**config.mk**
```make
export PLATFORM = sky130hd
export DESIGN_NAME = int8_dual_requant_flat
export DESIGN_NICKNAME = d
export VERILOG_FILES = /design/src/rtl/int8_dual_requant_if.sv /design/src/rtl/int8_dual_requant.sv /design/src/flat_wrapper.sv
export SDC_FILE = /design/constraint.sdc
export NUM_CORES = 2
export LEC_CHECK = 0
export CORE_MARGIN = 2
export CORE_UTILIZATION = 52
export CTS_BUF_LIST = sky130_fd_sc_hd__clkbuf_8 sky130_fd_sc_hd__clkbuf_16
export CTS_CLUSTER_DIAMETER = 50
export DETAILED_ROUTE_END_ITERATION = 8
export DONT_BUFFER_PORTS = 1
export GPL_ROUTABILITY_DRIVEN = 0
export PLACE_DENSITY_LB_ADDON = 0.25
export SETUP_SLACK_MARGIN = 0.4
export SLEW_MARGIN = 10
export SYNTH_ARGS = -nofsm -noshare
export SYNTH_HDL_FRONTEND = slang
export SYNTH_SLANG_ARGS = --single-unit
export TNS_END_PERCENT = 5
```
**constraint.sdc**
```tcl
create_clock -name clk -period 7 [get_ports clk]
set_input_delay 1.4 -clock clk [delete_from_list [all_inputs] [get_ports clk]]
set_output_delay 1.4 -clock clk [all_outputs]
set_load 0.005 [all_outputs]
```
**src/rtl/int8_dual_requant_if.sv**
```systemverilog
// int8_dual_requant_if: pair-in / byte-out streams of the requant drain stage.
//   in_valid/in_ready/in_y/in_z  : accumulator pair stream (producer -> block)
//   out_valid/out_ready/out_data/out_last : serialized int8 stream (block -> consumer)
//   slave modport is the block's view, master is the producer/consumer view.
interface int8_dual_requant_if #(
    parameter int ACC_BITS = 32,
    parameter int OUT_BITS = 8
);
    logic                in_valid;
    logic                in_ready;
    logic [ACC_BITS-1:0] in_y;
    logic [ACC_BITS-1:0] in_z;
    logic                out_valid;
    logic                out_ready;
    logic [OUT_BITS-1:0] out_data;
    logic                out_last;

    modport slave (
        input  in_valid, in_y, in_z, out_ready,
        output in_ready, out_valid, out_data, out_last
    );

    modport master (
        output in_valid, in_y, in_z, out_ready,
        input  in_ready, out_valid, out_data, out_last
    );
endinterface

```
**src/rtl/int8_dual_requant.sv**
```systemverilog
// int8_dual_requant: bias + fixed-point multiply + rounding shift + int8 clamp on
// (y, z) accumulator pairs, buffered and serialized y-then-z onto one int8 stream.
//   clk, rst (async, active low), bus (slave modport of int8_dual_requant_if),
//   cfg_bias_y/cfg_bias_z, cfg_mult, cfg_shift: captured with each accepted pair.
module int8_dual_requant #(
    parameter int ACC_BITS   = 32,
    parameter int MULT_BITS  = 16,
    parameter int SHIFT_BITS = 6,
    parameter int OUT_BITS   = 8,
    parameter int FIFO_DEPTH = 4
) (
    input  logic                  clk,
    input  logic                  rst,
    int8_dual_requant_if.slave    bus,
    input  logic [ACC_BITS-1:0]   cfg_bias_y,
    input  logic [ACC_BITS-1:0]   cfg_bias_z,
    input  logic [MULT_BITS-1:0]  cfg_mult,
    input  logic [SHIFT_BITS-1:0] cfg_shift
);
    localparam int P  = ACC_BITS + MULT_BITS;
    localparam int AW = $clog2(FIFO_DEPTH);
    localparam int CW = AW + 1;
    localparam logic signed [P:0] OMAX = (P+1)'(2 ** (OUT_BITS - 1) - 1);
    localparam logic signed [P:0] OMIN = ~OMAX;

    typedef enum logic {EMIT_Y, EMIT_Z} state_t;

    function automatic logic [ACC_BITS-1:0] sat_add(input logic [ACC_BITS-1:0] a, input logic [ACC_BITS-1:0] b);
        logic [ACC_BITS:0] s;
        s = {a[ACC_BITS-1], a} + {b[ACC_BITS-1], b};
        // Top two bits disagree only on overflow; the true sign picks the rail.
        return (s[ACC_BITS] != s[ACC_BITS-1]) ? {s[ACC_BITS], {(ACC_BITS-1){~s[ACC_BITS]}}} : s[ACC_BITS-1:0];
    endfunction

    function automatic logic [P-1:0] mul(input logic [ACC_BITS-1:0] b, input logic [MULT_BITS-1:0] m);
        return $signed({{MULT_BITS{b[ACC_BITS-1]}}, b}) * $signed({{ACC_BITS{1'b0}}, m});
    endfunction

    function automatic logic [OUT_BITS-1:0] requant(input logic [P-1:0] p, input logic [SHIFT_BITS-1:0] sh);
        logic [P:0]        rnd;
        logic signed [P:0] r;
        rnd = (sh == '0) ? '0 : ({{P{1'b0}}, 1'b1} << (sh - 1'b1));
        // One guard bit so the rounding add cannot wrap before the shift.
        r = $signed({p[P-1], p} + rnd) >>> sh;
        return (r > OMAX) ? OMAX[OUT_BITS-1:0] : (r < OMIN) ? OMIN[OUT_BITS-1:0] : r[OUT_BITS-1:0];
    endfunction

    logic                  s1_v_q, s1_v_d, s2_v_q, s2_v_d, s3_v_q, s3_v_d;
    logic [ACC_BITS-1:0]   s1_by_q, s1_by_d, s1_bz_q, s1_bz_d;
    logic [MULT_BITS-1:0]  s1_mult_q, s1_mult_d;
    logic [SHIFT_BITS-1:0] s1_shift_q, s1_shift_d, s2_shift_q, s2_shift_d;
    logic [P-1:0]          s2_py_q, s2_py_d, s2_pz_q, s2_pz_d;
    logic [OUT_BITS-1:0]   s3_oy_q, s3_oy_d, s3_oz_q, s3_oz_d;
    logic [OUT_BITS-1:0]   mem_y_q [FIFO_DEPTH];
    logic [OUT_BITS-1:0]   mem_y_d [FIFO_DEPTH];
    logic [OUT_BITS-1:0]   mem_z_q [FIFO_DEPTH];
    logic [OUT_BITS-1:0]   mem_z_d [FIFO_DEPTH];
    logic [AW-1:0]         rd_ptr_q, rd_ptr_d, wr_ptr_q, wr_ptr_d;
    logic [CW-1:0]         count_q, count_d, occ;
    state_t                state_q, state_d;
    logic                  in_ready, accept, out_valid, pop;

    // Credits cover both buffered and in-flight pairs, so the pipeline never
    // has to stall and a write always finds a free slot.
    assign occ       = count_q + CW'(s1_v_q) + CW'(s2_v_q) + CW'(s3_v_q);
    assign in_ready  = occ < CW'(FIFO_DEPTH);
    assign accept    = bus.in_valid && in_ready;
    assign out_valid = (state_q == EMIT_Z) || (count_q != '0);
    assign pop       = (state_q == EMIT_Z) && bus.out_ready;

    assign bus.in_ready  = in_ready;
    assign bus.out_valid = out_valid;
    assign bus.out_last  = state_q == EMIT_Z;
    assign bus.out_data  = (state_q == EMIT_Z) ? mem_z_q[rd_ptr_q] : mem_y_q[rd_ptr_q];

    always_comb begin
        s1_v_d     = accept;
        s1_by_d    = sat_add(bus.in_y, cfg_bias_y);
        s1_bz_d    = sat_add(bus.in_z, cfg_bias_z);
        s1_mult_d  = cfg_mult;
        s1_shift_d = cfg_shift;
        s2_v_d     = s1_v_q;
        s2_py_d    = mul(s1_by_q, s1_mult_q);
        s2_pz_d    = mul(s1_bz_q, s1_mult_q);
        s2_shift_d = s1_shift_q;
        s3_v_d     = s2_v_q;
        s3_oy_d    = requant(s2_py_q, s2_shift_q);
        s3_oz_d    = requant(s2_pz_q, s2_shift_q);
        mem_y_d    = mem_y_q;
        mem_z_d    = mem_z_q;
        if (s3_v_q) begin
            mem_y_d[wr_ptr_q] = s3_oy_q;
            mem_z_d[wr_ptr_q] = s3_oz_q;
        end
        wr_ptr_d = wr_ptr_q + AW'(s3_v_q);
        rd_ptr_d = rd_ptr_q + AW'(pop);
        count_d  = count_q + CW'(s3_v_q) - CW'(pop);
        state_d  = (state_q == EMIT_Y && out_valid && bus.out_ready) ? EMIT_Z : pop ? EMIT_Y : state_q;
    end

    always_ff @(posedge clk or negedge rst) begin
        if (!rst) begin
            s1_v_q     <= 1'b0;
            s2_v_q     <= 1'b0;
            s3_v_q     <= 1'b0;
            s1_by_q    <= '0;
            s1_bz_q    <= '0;
            s1_mult_q  <= '0;
            s1_shift_q <= '0;
            s2_py_q    <= '0;
            s2_pz_q    <= '0;
            s2_shift_q <= '0;
            s3_oy_q    <= '0;
            s3_oz_q    <= '0;
            mem_y_q    <= '{default: '0};
            mem_z_q    <= '{default: '0};
            rd_ptr_q   <= '0;
            wr_ptr_q   <= '0;
            count_q    <= '0;
            state_q    <= EMIT_Y;
        end else begin
            s1_v_q     <= s1_v_d;
            s2_v_q     <= s2_v_d;
            s3_v_q     <= s3_v_d;
            s1_by_q    <= s1_by_d;
            s1_bz_q    <= s1_bz_d;
            s1_mult_q  <= s1_mult_d;
            s1_shift_q <= s1_shift_d;
            s2_py_q    <= s2_py_d;
            s2_pz_q    <= s2_pz_d;
            s2_shift_q <= s2_shift_d;
            s3_oy_q    <= s3_oy_d;
            s3_oz_q    <= s3_oz_d;
            mem_y_q    <= mem_y_d;
            mem_z_q    <= mem_z_d;
            rd_ptr_q   <= rd_ptr_d;
            wr_ptr_q   <= wr_ptr_d;
            count_q    <= count_d;
            state_q    <= state_d;
        end
    end
endmodule

```
**src/flat_wrapper.sv**
```systemverilog
// flat-port wrapper written by rule: the top's interface ports become plain ports
module int8_dual_requant_flat 
#(
    parameter int ACC_BITS   = 32,
    parameter int MULT_BITS  = 16,
    parameter int SHIFT_BITS = 6,
    parameter int OUT_BITS   = 8,
    parameter int FIFO_DEPTH = 4
)
  (clk, rst, cfg_bias_y, cfg_bias_z, cfg_mult, cfg_shift, bus_in_valid, bus_in_y, bus_in_z, bus_out_ready, bus_in_ready, bus_out_valid, bus_out_data, bus_out_last);
  int8_dual_requant_if #(.ACC_BITS(ACC_BITS), .OUT_BITS(OUT_BITS)) bus_i ();
  input  logic clk;
  input  logic rst;
  input  logic [ACC_BITS-1:0] cfg_bias_y;
  input  logic [ACC_BITS-1:0] cfg_bias_z;
  input  logic [MULT_BITS-1:0] cfg_mult;
  input  logic [SHIFT_BITS-1:0] cfg_shift;
  input wire logic [$bits(bus_i.in_valid)-1:0] bus_in_valid;
  input wire logic [$bits(bus_i.in_y)-1:0] bus_in_y;
  input wire logic [$bits(bus_i.in_z)-1:0] bus_in_z;
  input wire logic [$bits(bus_i.out_ready)-1:0] bus_out_ready;
  output wire logic [$bits(bus_i.in_ready)-1:0] bus_in_ready;
  output wire logic [$bits(bus_i.out_valid)-1:0] bus_out_valid;
  output wire logic [$bits(bus_i.out_data)-1:0] bus_out_data;
  output wire logic [$bits(bus_i.out_last)-1:0] bus_out_last;
  assign bus_i.in_valid = bus_in_valid;
  assign bus_i.in_y = bus_in_y;
  assign bus_i.in_z = bus_in_z;
  assign bus_i.out_ready = bus_out_ready;
  assign bus_in_ready = bus_i.in_ready;
  assign bus_out_valid = bus_i.out_valid;
  assign bus_out_data = bus_i.out_data;
  assign bus_out_last = bus_i.out_last;
  int8_dual_requant #(.ACC_BITS(ACC_BITS), .MULT_BITS(MULT_BITS), .SHIFT_BITS(SHIFT_BITS), .OUT_BITS(OUT_BITS), .FIFO_DEPTH(FIFO_DEPTH)) u_core (.clk(clk), .rst(rst), .bus(bus_i), .cfg_bias_y(cfg_bias_y), .cfg_bias_z(cfg_bias_z), .cfg_mult(cfg_mult), .cfg_shift(cfg_shift));
endmodule
```
==> flow_summary.yaml <==
outcome:
  status: "finished with violations"
  violations: "negative setup slack"
routing:
  firstDrtPassIters: 9
  drc: 0
  final_antenna_net_count: 0
  drt_iter0_markers: 6930
  viasPerCell: 6.14
  vias: 58500
  wl_mm: 214
  routedWlPerCell_microns: 22.5
die:
  die-width_microns: 356
  initial_core_util_pct: 52.3
  coreArea_sq_um: 123000
  placementRows: 129
  die_height_microns: 356
  io_pins: 165
  dieArea_sq_um: 127000
cells_and_area:
  area_growth_pct: 13.0
  postLayoutCellArea_sq_um: 72800
  final-seq-area_sq_um: 7020
  nFillCells: 10900
  fin_nets: 9342
  multi_input_area_sq_um: 52200
  drive_gt1_share_pct: 15.0
  fin_util_pct: 59.0
  stdcell_count: 9532
timing:
  min_period_ps: 7180
  tightest_slew_ps: 1050
  worst_slack_ps: -179
  skew_ps: 33.7
  max_slew_margin_pct: 30.1
  finalSetupViolCount: 4
  hold_viol_final: 0
  drv_slew: 0
  fmax_mhz: 139
  rsz0062_at_grt: "yes"
  timing.final.crit_share_pct: 103
placed_design:
  dp_hpwl_mm: 173
  dpl.cell_count: 9429
  place_area_sq_um: 70100
  portBuffers: 0
logic_synthesis:
  synth-async-reset-ratio_pct: 100
  syn_avg_cell_area_sq_um: 8.50
  synthTopCellsByCount: "inv_1, fa_1, nand2_1"
  yosysTopAreaCellShare_pct: 30.2
  ys.flop_type: "dfrtp_1"
  syn_nets: 9066
  yosys-top-cells-area: "fa_1, dfrtp_1, ha_1, inv_1, nand2_1"
  post-synth-top-count-cell: "inv_1"
  yosysUniqueCellTypes: 131
  synthCells: 7579
  ys_seq_area_share_pct: 10.8
  yosys.area.top_type: "fa_1"
  yosysWarnings: 0
  synth_area_sq_um: 64400
  synth_seq_cells: 279
  synth-edff-count: 0
critical_path:
  cp_slowest_stage_delay_ps: 540
  path_common_cell: "fa_1"
  worst_setup_path_start_kind: "flop"
  crit_cells: 27
  slowest_stage: "fa_1"
  cp.arrival_ps: 7750
  critPathCaptureType: "flop"
  cp_max_fo: 6
  critPathBufInv: 4
  worst_ep_required_time_ps: 7570
  crit_type: "reg -> reg"
  reg2reg_depth: 27
  critical_path.top_delay_family: "adder cells"
clocking:
  clkLatencyLatePin_ps: 670
  clkTransAtPathRegs_ps: 60
  ctsHoldBuffers: 0
  clockBufferDepth: 3
  h-tree-depth: 2
  clock-root-buffer: "clkbuf_16"
  cts_made_buffers: 47
  cts_sinks: 279
  cts_tree: "done"
grt:
  grt_pass1_wl_mm: 332
  track_usage_pct: 33.6
  gr-total-overflow: 0
  grt_pass1_vias: 58300
  antenna_found_initial: 12
  grt_max_degree: 280
worst_hold_path:
  holdPathStages: 0
  holdCritPathClass: "reg -> reg"
run:
  drv_cap: 0
## what timing repair did
item                                   CTS  global route
pin swaps                                9            62
endpoints found under the hold margin    0             0
cloned                                   0             0
buffers inserted                         0            14
resized for setup                       41           156
setup endpoints to repair               37            46
## layer usage
layer	up-vias	routed length (microns)	part of all wire (%)	track usage, %
met4	12	13100	6.1	16.7
li1	25800	-	-	-
met3	720	23100	11	7.14
met1	28600	85400	40	45.6
met5	-	77	0.036	0
met2	3375	92700	43	50.9
## state kept, by name, indices dropped and copies added, names as in the netlist, 8 cells and up
| signal | count |
|---|---|
| u_core.mem_y_q | 32 |
| u_core.s1_mult_q | 16 |
| u_core.s3_oz_q | 8 |
| u_core.s1_bz_q | 32 |
| u_core.s2_py_q | 48 |
| u_core.mem_z_q | 32 |
| u_core.s3_oy_q | 8 |
| u_core.s2_pz_q | 48 |
| u_core.s1_by_q | 32 |
## placed cells by master, fill, tap and decap left out, types with 26 or more instances in the layout
| cell | n |
|---|---|
| a211oi_1 | 67 |
| a21o_1 | 94 |
| a21oi_1 | 277 |
| a31o_2 | 26 |
| a31oi_1 | 82 |
| and2_1 | 444 |
| and3_1 | 45 |
| buf_12 | 35 |
| buf_4 | 616 |
| clkbuf_16 | 47 |
| dfrtp_1 | 259 |
| fa_1 | 971 |
| ha_1 | 351 |
| inv_1 | 1145 |
| mux2_2 | 106 |
| mux2i_1 | 85 |
| mux4_2 | 40 |
| nand2_1 | 937 |
| nand2b_1 | 38 |
| nand3_1 | 137 |
| nand4_1 | 52 |
| nor2_1 | 359 |
| nor2b_1 | 30 |
| nor3_1 | 107 |
| o2111ai_1 | 28 |
| o211ai_1 | 69 |
| o21a_1 | 62 |
| o21ai_0 | 249 |
| o21bai_1 | 37 |
| o221ai_1 | 27 |
| o22ai_1 | 35 |
| o31ai_1 | 40 |
| or3_1 | 32 |
| xnor2_1 | 147 |
| xor2_1 | 81 |
## final timing paths
kind | startpoint | endpoint | slack (ps)
hold / removal | u_core.s1_shift_q[2] | u_core.s2_shift_q[2] | 320
max in group asynchronous | rst | u_core.s1_bz_q[20] | 6050
hold reg to reg | u_core.s1_shift_q[2] | u_core.s2_shift_q[2] | 320
setup reg to reg | u_core.s1_mult_q[2] | u_core.s2_py_q[47] | -180
min in group asynchronous | rst | u_core.s3_oy_q[2] | 460
setup / recovery | u_core.s1_mult_q[2] | u_core.s2_py_q[47] | -180
## layout make-up
| class | instances | area share (%) |
|---|---|---|
| Clock buffer | 48 | 1.63 |
| Antenna cell | 3 | 0.0103 |
| Clock inverter | 38 | 0.684 |
| Multi-Input combinational cell | 5707 | 71.7 |
| Sequential cell | 279 | 9.64 |
| Timing Repair Buffer | 663 | 7.53 |
| Tap cell | 1637 | 2.81 |
| Inverter | 1157 | 5.97 |
## stage by stage
step                      hold WS [ps]  setup TNS (ps)  setup slack, ps
final                              322            -484             -179
after global routing               337           -3390             -524
after detailed placement           336           -1420             -294
after floorplan                    331           -40.6            -26.6
after global placement             336            -868             -208
after CTS                          336            -456             -161
## logic make-up after synthesis
group	after synthesis	synth area share, %
AND/OR/NAND/NOR	2399	18.3
buffers and inverters	1593	9.42
AO/OA/AOI/OAI	1484	16.0
adder cells (fa/ha/maj)	1356	37.6
flip-flops	279	10.8
XOR/XNOR	234	3.18
multiplexers	234	4.62
Power is not shown: default switching activity piles up to over one toggle a cycle in this logic, so the estimate is an artifact.
